`config.mk`:
```
export PLATFORM = sky130hd
export DESIGN_NAME = nn_infer_seq_flat
export DESIGN_NICKNAME = d
export VERILOG_FILES = /design/src/rtl/nn_infer_seq_if.sv /design/src/rtl/nn_infer_seq.sv /design/src/flat_wrapper.sv
export SDC_FILE = /design/constraint.sdc
export NUM_CORES = 1
export LEC_CHECK = 0
export ABC_AREA = 0
export CAP_MARGIN = 0
export CORE_ASPECT_RATIO = 2
export CORE_MARGIN = 4
export CORE_UTILIZATION = 40
export DETAILED_ROUTE_END_ITERATION = 12
export GPL_TIMING_DRIVEN = 1
export PLACE_DENSITY_LB_ADDON = 0.15
export SYNTH_ARGS = -nofsm -noshare
export SYNTH_HDL_FRONTEND = slang
export SYNTH_SLANG_ARGS = --single-unit
export TNS_END_PERCENT = 100
```
`constraint.sdc`:
```
create_clock -name clk -period 12.8 [get_ports clk]
set_clock_uncertainty 0.2 [all_clocks]
set_input_delay 2.56 -clock clk [delete_from_list [all_inputs] [get_ports clk]]
set_output_delay 2.56 -clock clk [all_outputs]
set_load 0.03 [all_outputs]
```
`src/rtl/nn_infer_seq_if.sv`:
```
// Stream-in / ROM-read / result-out signal bundle for nn_infer_seq.
// slave is the inference block, master is whatever drives and consumes it.
interface nn_infer_seq_if #(
    parameter int N_INPUTS  = 4,
    parameter int N_OUTPUTS = 3
);
    localparam int K  = N_INPUTS * N_OUTPUTS;
    localparam int AW = $clog2(K);
    localparam int PW = $clog2(N_OUTPUTS);

    logic                in_valid;
    logic                in_ready;
    logic signed [15:0]  in_data;
    logic                w_rd_en;
    logic [AW-1:0]       w_addr;
    logic signed [15:0]  w_data;
    logic                out_valid;
    logic                out_ready;
    logic [PW-1:0]       out_pred;
    logic signed [15:0]  out_max;
    logic                busy;

    modport slave (
        input  in_valid, in_data, w_data, out_ready,
        output in_ready, w_rd_en, w_addr, out_valid, out_pred, out_max, busy
    );

    modport master (
        output in_valid, in_data, w_data, out_ready,
        input  in_ready, w_rd_en, w_addr, out_valid, out_pred, out_max, busy
    );
endinterface

```
`src/rtl/nn_infer_seq.sv`:
```
// Sequential dense layer + ReLU + argmax: one MAC per cycle against an external
// synchronous weight ROM, input streamed in, predicted class returned by handshake.
module nn_infer_seq #(
    parameter int N_INPUTS  = 4,
    parameter int N_OUTPUTS = 3
) (
    input logic          clk,
    input logic          rst,
    nn_infer_seq_if.slave bus
);
    localparam int K  = N_INPUTS * N_OUTPUTS;
    localparam int AW = $clog2(K);
    localparam int IW = $clog2(N_INPUTS);
    localparam int PW = $clog2(N_OUTPUTS);
    localparam int KW = $clog2(K + 1);

    typedef enum logic [1:0] {StLoad, StMac, StDone} state_e;

    state_e              state_q, state_d;
    logic signed [15:0]  xbuf_q [N_INPUTS];
    logic [IW-1:0]       idx_q;
    logic [KW-1:0]       k_q;
    logic [IW-1:0]       i_q, ai_q;
    logic [PW-1:0]       j_q, aj_q;
    logic                rd_vld_q;
    logic signed [31:0]  acc_q, acc_d, prod;
    logic signed [15:0]  y, r;
    logic signed [15:0]  run_max_q, run_max_d, max_q;
    logic [PW-1:0]       run_pred_q, run_pred_d, pred_q;

    logic in_fire, last_in, issue, drain;

    assign in_fire = bus.in_valid && (state_q == StLoad) && !rst;
    assign last_in = (idx_q == IW'(N_INPUTS - 1));
    assign issue   = (state_q == StMac) && (k_q < KW'(K));
    assign drain   = (state_q == StMac) && (k_q == KW'(K));

    assign bus.w_addr   = AW'(32'(i_q) * N_OUTPUTS + 32'(j_q));
    assign bus.out_pred = pred_q;
    assign bus.out_max  = max_q;

    // Datapath for the read issued one cycle earlier; w_data is valid now.
    always_comb begin
        prod       = xbuf_q[ai_q] * bus.w_data;
        acc_d      = (ai_q == '0) ? prod : acc_q + prod;
        y          = acc_d[15:0];
        r          = (y > 0) ? y : '0;
        run_max_d  = run_max_q;
        run_pred_d = run_pred_q;
        if (rd_vld_q && (ai_q == IW'(N_INPUTS - 1)) && ((aj_q == '0) || (r > run_max_q))) begin
            run_max_d  = r;
            run_pred_d = aj_q;
        end
    end

    always_comb begin
        state_d       = state_q;
        bus.in_ready  = 1'b0;
        bus.w_rd_en   = 1'b0;
        bus.out_valid = 1'b0;
        bus.busy      = 1'b0;
        unique case (state_q)
            StLoad: begin
                bus.in_ready = !rst;
                if (in_fire && last_in) state_d = StMac;
            end
            StMac: begin
                bus.busy    = 1'b1;
                bus.w_rd_en = issue;
                if (drain) state_d = StDone;
            end
            StDone: begin
                bus.busy      = 1'b1;
                bus.out_valid = 1'b1;
                if (bus.out_ready) state_d = StLoad;
            end
            default: state_d = StLoad;
        endcase
    end

    always_ff @(posedge clk or posedge rst) begin
        if (rst) begin
            state_q    <= StLoad;
            for (int n = 0; n < N_INPUTS; n++) xbuf_q[n] <= '0;
            idx_q      <= '0;
            k_q        <= '0;
            i_q        <= '0;
            j_q        <= '0;
            ai_q       <= '0;
            aj_q       <= '0;
            rd_vld_q   <= 1'b0;
            acc_q      <= '0;
            run_max_q  <= '0;
            run_pred_q <= '0;
            max_q      <= '0;
            pred_q     <= '0;
        end else begin
            state_q <= state_d;
            if (in_fire) begin
                xbuf_q[idx_q] <= bus.in_data;
                idx_q         <= last_in ? '0 : idx_q + IW'(1);
                if (last_in) begin
                    k_q <= '0;
                    i_q <= '0;
                    j_q <= '0;
                end
            end
            // Issue order: j outer, i inner.
            if (issue) begin
                k_q <= k_q + KW'(1);
                if (i_q == IW'(N_INPUTS - 1)) begin
                    i_q <= '0;
                    j_q <= j_q + PW'(1);
                end else begin
                    i_q <= i_q + IW'(1);
                end
            end
            rd_vld_q <= issue;
            ai_q     <= i_q;
            aj_q     <= j_q;
            if (rd_vld_q) acc_q <= acc_d;
            run_max_q  <= run_max_d;
            run_pred_q <= run_pred_d;
            if (drain) begin
                max_q  <= run_max_d;
                pred_q <= run_pred_d;
            end
        end
    end
endmodule
```
`src/flat_wrapper.sv`:
```
// flat-port wrapper written by rule: the top's interface ports become plain ports
module nn_infer_seq_flat 
#(
    parameter int N_INPUTS  = 4,
    parameter int N_OUTPUTS = 3
)
  (clk, rst, bus_in_valid, bus_in_data, bus_w_data, bus_out_ready, bus_in_ready, bus_w_rd_en, bus_w_addr, bus_out_valid, bus_out_pred, bus_out_max, bus_busy);
  nn_infer_seq_if #(.N_INPUTS(N_INPUTS), .N_OUTPUTS(N_OUTPUTS)) bus_i ();
  input logic clk;
  input logic rst;
  input wire logic [$bits(bus_i.in_valid)-1:0] bus_in_valid;
  input wire logic [$bits(bus_i.in_data)-1:0] bus_in_data;
  input wire logic [$bits(bus_i.w_data)-1:0] bus_w_data;
  input wire logic [$bits(bus_i.out_ready)-1:0] bus_out_ready;
  output wire logic [$bits(bus_i.in_ready)-1:0] bus_in_ready;
  output wire logic [$bits(bus_i.w_rd_en)-1:0] bus_w_rd_en;
  output wire logic [$bits(bus_i.w_addr)-1:0] bus_w_addr;
  output wire logic [$bits(bus_i.out_valid)-1:0] bus_out_valid;
  output wire logic [$bits(bus_i.out_pred)-1:0] bus_out_pred;
  output wire logic [$bits(bus_i.out_max)-1:0] bus_out_max;
  output wire logic [$bits(bus_i.busy)-1:0] bus_busy;
  assign bus_i.in_valid = bus_in_valid;
  assign bus_i.in_data = bus_in_data;
  assign bus_i.w_data = bus_w_data;
  assign bus_i.out_ready = bus_out_ready;
  assign bus_in_ready = bus_i.in_ready;
  assign bus_w_rd_en = bus_i.w_rd_en;
  assign bus_w_addr = bus_i.w_addr;
  assign bus_out_valid = bus_i.out_valid;
  assign bus_out_pred = bus_i.out_pred;
  assign bus_out_max = bus_i.out_max;
  assign bus_busy = bus_i.busy;
  nn_infer_seq #(.N_INPUTS(N_INPUTS), .N_OUTPUTS(N_OUTPUTS)) u_core (.clk(clk), .rst(rst), .bus(bus_i));
endmodule
```
* After elaboration in Yosys (flattened, before gate mapping)
Cells that the tools add are included.
Operators by class: $add $sub $neg 6, $mul 2, $lt $le $gt $ge 6, eq/ne operators 9, muxes and demuxes 30, bitwise operators 2, reductions and logical operators 18
Operator list (count):
- two-way mux 16 bit | 5
- bitwise mux 64 bit | 1
- adder 32 bit | 1
- binary-select mux 16 bit (select 2 bit) | 1
- demux 16 bit (select 2 bit) | 1
- multiplier 16 x 16 -> 32 bit | 1
- two-way mux 32 bit | 1
- two-way mux 2 bit | 13
- greater-than comparator 16 x 1 -> 1 bit, second input constant | 1
- greater-than comparator 16 bit | 1
- two-way mux 4 bit | 3
- == test 2 bit, second input constant | 4
- logical AND 1 bit | 8
- adder 2 x 1 -> 2 bit, second input constant | 3
- >= comparator 3 bit, second input constant | 2
- zero test 2 bit | 3
- inverter 2 -> 3 bit | 2
- one-hot mux 2 bit (3 select lines) | 1
- adder 4 x 1 -> 4 bit, second input constant | 1
- adder 4 x 2 -> 4 bit | 1
- == test 4 bit, second input constant | 1
- < comparator 4 bit, second input constant | 1
- multiplier 2 x 2 -> 4 bit, second input constant | 1
- two-way mux 1 bit | 4
- 10 further kinds | 12
Storage, ports and cells: register bits 149, input bits 36, output and inout bits 26, word-level logic and storage cells 90

* Depth between registers and ports, before layout
Gate-level depths: netlist of run 1.
word-level depth 13, mapped depth 49, mapped depth without buffers 42

* Worst setup path after synthesis of run 1
Ideal clock, no wire load.
kind input to register, start in bus_w_data[5], end reg u_core.max_q[4], in the netlist u_core.bus.out_max[4], library setup time 0.125 ns, data arrival time 11.069 ns, data required time 12.475 ns, path slack 1.406 ns, stages on the path 40, path buffers 5, cells stage by stage clkbuf_1 > and2_1 > fa_1 > inv_1 > fa_1 > fa_1 > fa_1 > inv_1 > fa_1 > inv_1 > fa_1 > inv_1 > ha_1 > nand2_1 > o21ai_1 > xor2_1 > ha_1 > a21oi_1 > [... 4 more ...] > nor2_1 > xnor2_2 > buf_6 > buf_2 > nor2_1 > ha_1 > nor2b_1 > o21a_1 > o21a_1 > o21a_1 > o21a_1 > o21a_1 > o21ai_1 > and2_1 > buf_2 > buf_2 > o31ai_2 > mux2_2
Between the ends: word-level cells in the longest chain between the ends 9
RTL lines:
- start: declaration | RTL line flat_wrapper.sv:13 | input wire logic [$bits(bus_i.w_data)-1:0] bus_w_data;
- multiplier 16 x 16 -> 32 bit * | RTL line nn_infer_seq.sv:44 | prod = xbuf_q[ai_q] * bus.w_data;
- adder 32 bit | RTL line nn_infer_seq.sv:45 | acc_d = (ai_q == '0) ? prod : acc_q + prod;
- two-way mux 32 bit * | RTL line nn_infer_seq.sv:45
- greater-than comparator 16 x 1 -> 1 bit | RTL line nn_infer_seq.sv:47 | r = (y > 0) ? y : '0;
- two-way mux 16 bit * | RTL line nn_infer_seq.sv:47
- greater-than comparator 16 bit | RTL line nn_infer_seq.sv:50 | if (rd_vld_q && (ai_q == IW'(N_INPUTS - 1)) && ((aj_q == '0) || (r > run_max_q))) begin
- logical OR 1 bit | RTL line nn_infer_seq.sv:50
- logical AND 1 bit | RTL line nn_infer_seq.sv:50
- two-way mux 16 bit * | RTL line nn_infer_seq.sv:50
- via u_core.run_max_d[4] | RTL line nn_infer_seq.sv:28 | logic signed [15:0] run_max_q, run_max_d, max_q;
- end signal: assignment | RTL line nn_infer_seq.sv:125 | max_q <= run_max_d;
- end: declaration | RTL line nn_infer_seq.sv:28
Mark *: on every way through the listed nets, which the timed path passes. The rest lies on a longest branch. A chain may end at the register's enable or synchronous reset.

* Worst setup path in the final report of run 1
start in bus_w_data[6], end reg u_core.pred_q[1], in the netlist u_core.bus.out_pred[1]
Between the ends: word-level cells in the longest chain between the ends 9
RTL lines:
- multiplier 16 x 16 -> 32 bit * | RTL line nn_infer_seq.sv:44
- adder 32 bit | RTL line nn_infer_seq.sv:45
- two-way mux 32 bit * | RTL line nn_infer_seq.sv:45
- greater-than comparator 16 x 1 -> 1 bit | RTL line nn_infer_seq.sv:47
- two-way mux 16 bit * | RTL line nn_infer_seq.sv:47
- greater-than comparator 16 bit * | RTL line nn_infer_seq.sv:50
- logical OR 1 bit * | RTL line nn_infer_seq.sv:50
- logical AND 1 bit * | RTL line nn_infer_seq.sv:50
- two-way mux 2 bit * | RTL line nn_infer_seq.sv:50
- via u_core.run_pred_d[1] | RTL line nn_infer_seq.sv:29 | logic [PW-1:0] run_pred_q, run_pred_d, pred_q;
- end signal: assignment | RTL line nn_infer_seq.sv:126 | pred_q <= run_pred_d;
- end: declaration | RTL line nn_infer_seq.sv:29
Marks and branches as above.

==> qor.csv, run 1 <==
stage,metric,value,unit
status,status,completed,
drt,detail-route-antenna-nets,0,
clock_tree,cts_sinks,133,
sta,finalMaxSlewViolations,0,
worst_setup_path,crit_path_max_incr_delay,630,ps
final_layout,layout.cells.non_filler,1513,
sta,tightest_slew,1000,ps
final_layout,area_delta_synth_final,14.1,%
floorplanning,die_y,245,um
drt,num_vias,7682,
clock_tree,clock_latency,430,ps
final_layout,num_antenna_cells,0,
floorplanning,rows,86,
worst_setup_path,endpoint_kind,register,
placed_design,io_buffers,61,
sta,setup_viol,0,
final_layout,drive_above_1_share,13.3,%
job,cap_violations,0,
floorplanning,die_area,0.0309,mm2
sta,hold_viol_final,0,
worst_setup_path,cpMaxStageDelayCell,clkdlybuf4s50_1,
global_route,antenna_found_initial,0,
clock_tree,clkSlewWorstSetupHoldPaths,60,ps
placed_design,pre_cts_slack,544,ps
drt,drtPass1Iterations,4,
final_layout,nets,1372,
sta,rsz0062_at_grt,false,
placed_design,placed_cells,1481,
sta,period_minus_slack,11820,ps
worst_setup_path,arrival,11930,ps
clock_tree,cts_buffers,17,
yosys,synth_area_leader_cell,dfrtp_1,
clock_tree,h-tree-depth,4,
yosys,yosys_warnings,0,
sta,max_freq,84.6,MHz
final_layout,fin_util,46.4,%
drt,drt_first_iter_violations,226,
floorplanning,num_io_pins,62,
clock_tree,clock-root-buffer,clkbuf_16,
clock_tree,holdBufCountCts,0,
sta,tns,0,ps
yosys,yosys_most_used_dff,dfrtp_1,
worst_setup_path,critPathMostFrequentCell,fa_1,
floorplanning,die_w,126,um
yosys,synth-seq-cells,133,
global_route,grt_pass1_vias,8495,
global_route,use_met3,2.83,%
drt,viasPerCell,5.08,
worst_setup_path,critical_path_class,input pin to register,
global_route,grt_max_degree,75,
clock_tree,cts.path.max_buffers,2,
yosys,ys_seq_area_share,29.7,%
yosys,syn-instance-count,1095,
sta,period_share,92.4,%
drt,finalWirelength,25800,um
yosys,synthArstFlopShare,100,%
worst_hold_path,hp-class,register to register,
clock_tree,cts_setup_buffers,0,
floorplanning,core_region_area,0.0275,mm2
global_route,grt_pass1_wl,43600,um
yosys,avgSynthCellArea,10.2,um2
worst_setup_path,path_max_fanout,16,
global_route,globalRoute.totalOverflow,0,
global_route,gr-max-usage-layer,met2,
placed_design,gp_congestion,0.822,
global_route,grt_usage,17.8,%
yosys,syn-num-nets,1319,
worst_setup_path,reg2reg_slack,1990,ps
yosys,synth.distinct_cells,55,
sta,slew_headroom,33.1,%
sta,setup_ws,977,ps
yosys,synth_common_cells,"inv_1 (171), dfrtp_1 (133), ha_1 (106), nand2_1 (104), fa_1 (82)",
worst_setup_path,crit_required,12910,ps
drt,drc,0,
yosys,synth_edf_count,0,
yosys,synth.most_common_cell,inv_1,
global_route,use_met1,19.8,%
clock_tree,cts_resized,0,
clock_tree,cts_tree,built,
yosys,synth_top_area_share,29.7,%
yosys,synthTopCellsByArea,"dfrtp_1 (30%), fa_1 (15%), ha_1 (12%)",
drt,routedWlPerCell,17.0,um
global_route,use_met2,33.8,%
floorplanning,start_util,40.7,%
worst_setup_path,start_kind,input pin,
placed_design,hpwl,20100,um
yosys,syn_area,0.0112,mm2
==> path summary, 6_finish.rpt <==
check / startpoint / endpoint / cells past startpoint
worst max register to register: u_core.ai_q[0]$_DFF_PP0_ / u_core.bus.out_pred[1]$_DFFE_PP0P_ / 37
worst min register to register: u_core.j_q[0]$_DFF_PP0_ / u_core.aj_q[0]$_DFF_PP0_ / 0
worst max-delay path: bus_w_data[6] / u_core.bus.out_pred[1]$_DFFE_PP0P_ / 37
max in group asynchronous: rst / u_core.bus.out_max[12]$_DFFE_PP0P_ / 3
worst min-delay path: u_core.j_q[0]$_DFF_PP0_ / u_core.aj_q[0]$_DFF_PP0_ / 0
min in group asynchronous: rst / u_core.xbuf_q[63]$_DFFE_PP0P_ / 2
==> flip-flops by register name (all words and copies together), names as in the netlist, 4 cells and up <==
register            count
u_core.xbuf_q          64
u_core.acc_q           16
u_core.bus.out_max     16
u_core.run_max_q       16
u_core.k_q              4
==> critical path, delay by kind of cell <==
family          cells  cell delay, ps
fa+ha+maj           9            4120
compound gates     10            1740
buf+inv             6            1030
simple gates        7             930
xor+xnor            3             890
mux                 2             620
==> per-layer routing <==
layer / share of wire (%) / wire [um]
met5: 0 / 0
met4: 3.2 / 837
met3: 2.1 / 540
met2: 56 / 14400
met1: 39 / 9980
==> cell type report <==
class                      count  area [um2]
clock buffer                  17         425
clock inverter                15         180
fill                        2664       14800
inverter                     171         647
multi-input combinational    753        7060
sequential                   133        3330
tap                          352         440
timing repair buffer          72         693
==> cell families after synthesis <==
kind of cell    synth area share [%]
buf+inv                         7.35
compound gates                  8.33
mux                             12.0
simple gates                    11.8
flops                           29.7
other cells                   0.0335
fa+ha+maj                       26.5
xor+xnor                        4.29
==> layout by cell type, fill, tap and decap left out, types with 14 or more instances in the layout <==
cell	instances
nand2_1	104
xnor2_1	35
fa_1	82
nor2b_1	21
mux4_2	15
clkdlybuf4s50_1	61
and2_1	55
o21ai_0	17
nand3_1	23
o21ai_1	14
nor2_1	48
clkbuf_16	17
a21oi_1	42
inv_1	170
ha_1	106
mux2_2	79
dfrtp_1	133
==> metrics by stage <==
step	hold WS (ps)	area [um2]
after floorplan	231	11200
after CTS	289	12800
after detailed placement	275	12200
final	280	12800
after global routing	309	12800
after global placement	267	12200
Power of run 1 is not shown: default switching activity piles up to over one toggle a cycle in this logic, so the estimate is an artifact.
==> inputs of run 2 (changes only) <==
Settings changed: SKIP_LAST_GASP set to 1.
==> results of run 2 <==
Final layout, timing and power as in run 1 (identical DEF).
Power of run 2 is left out for the same reason.
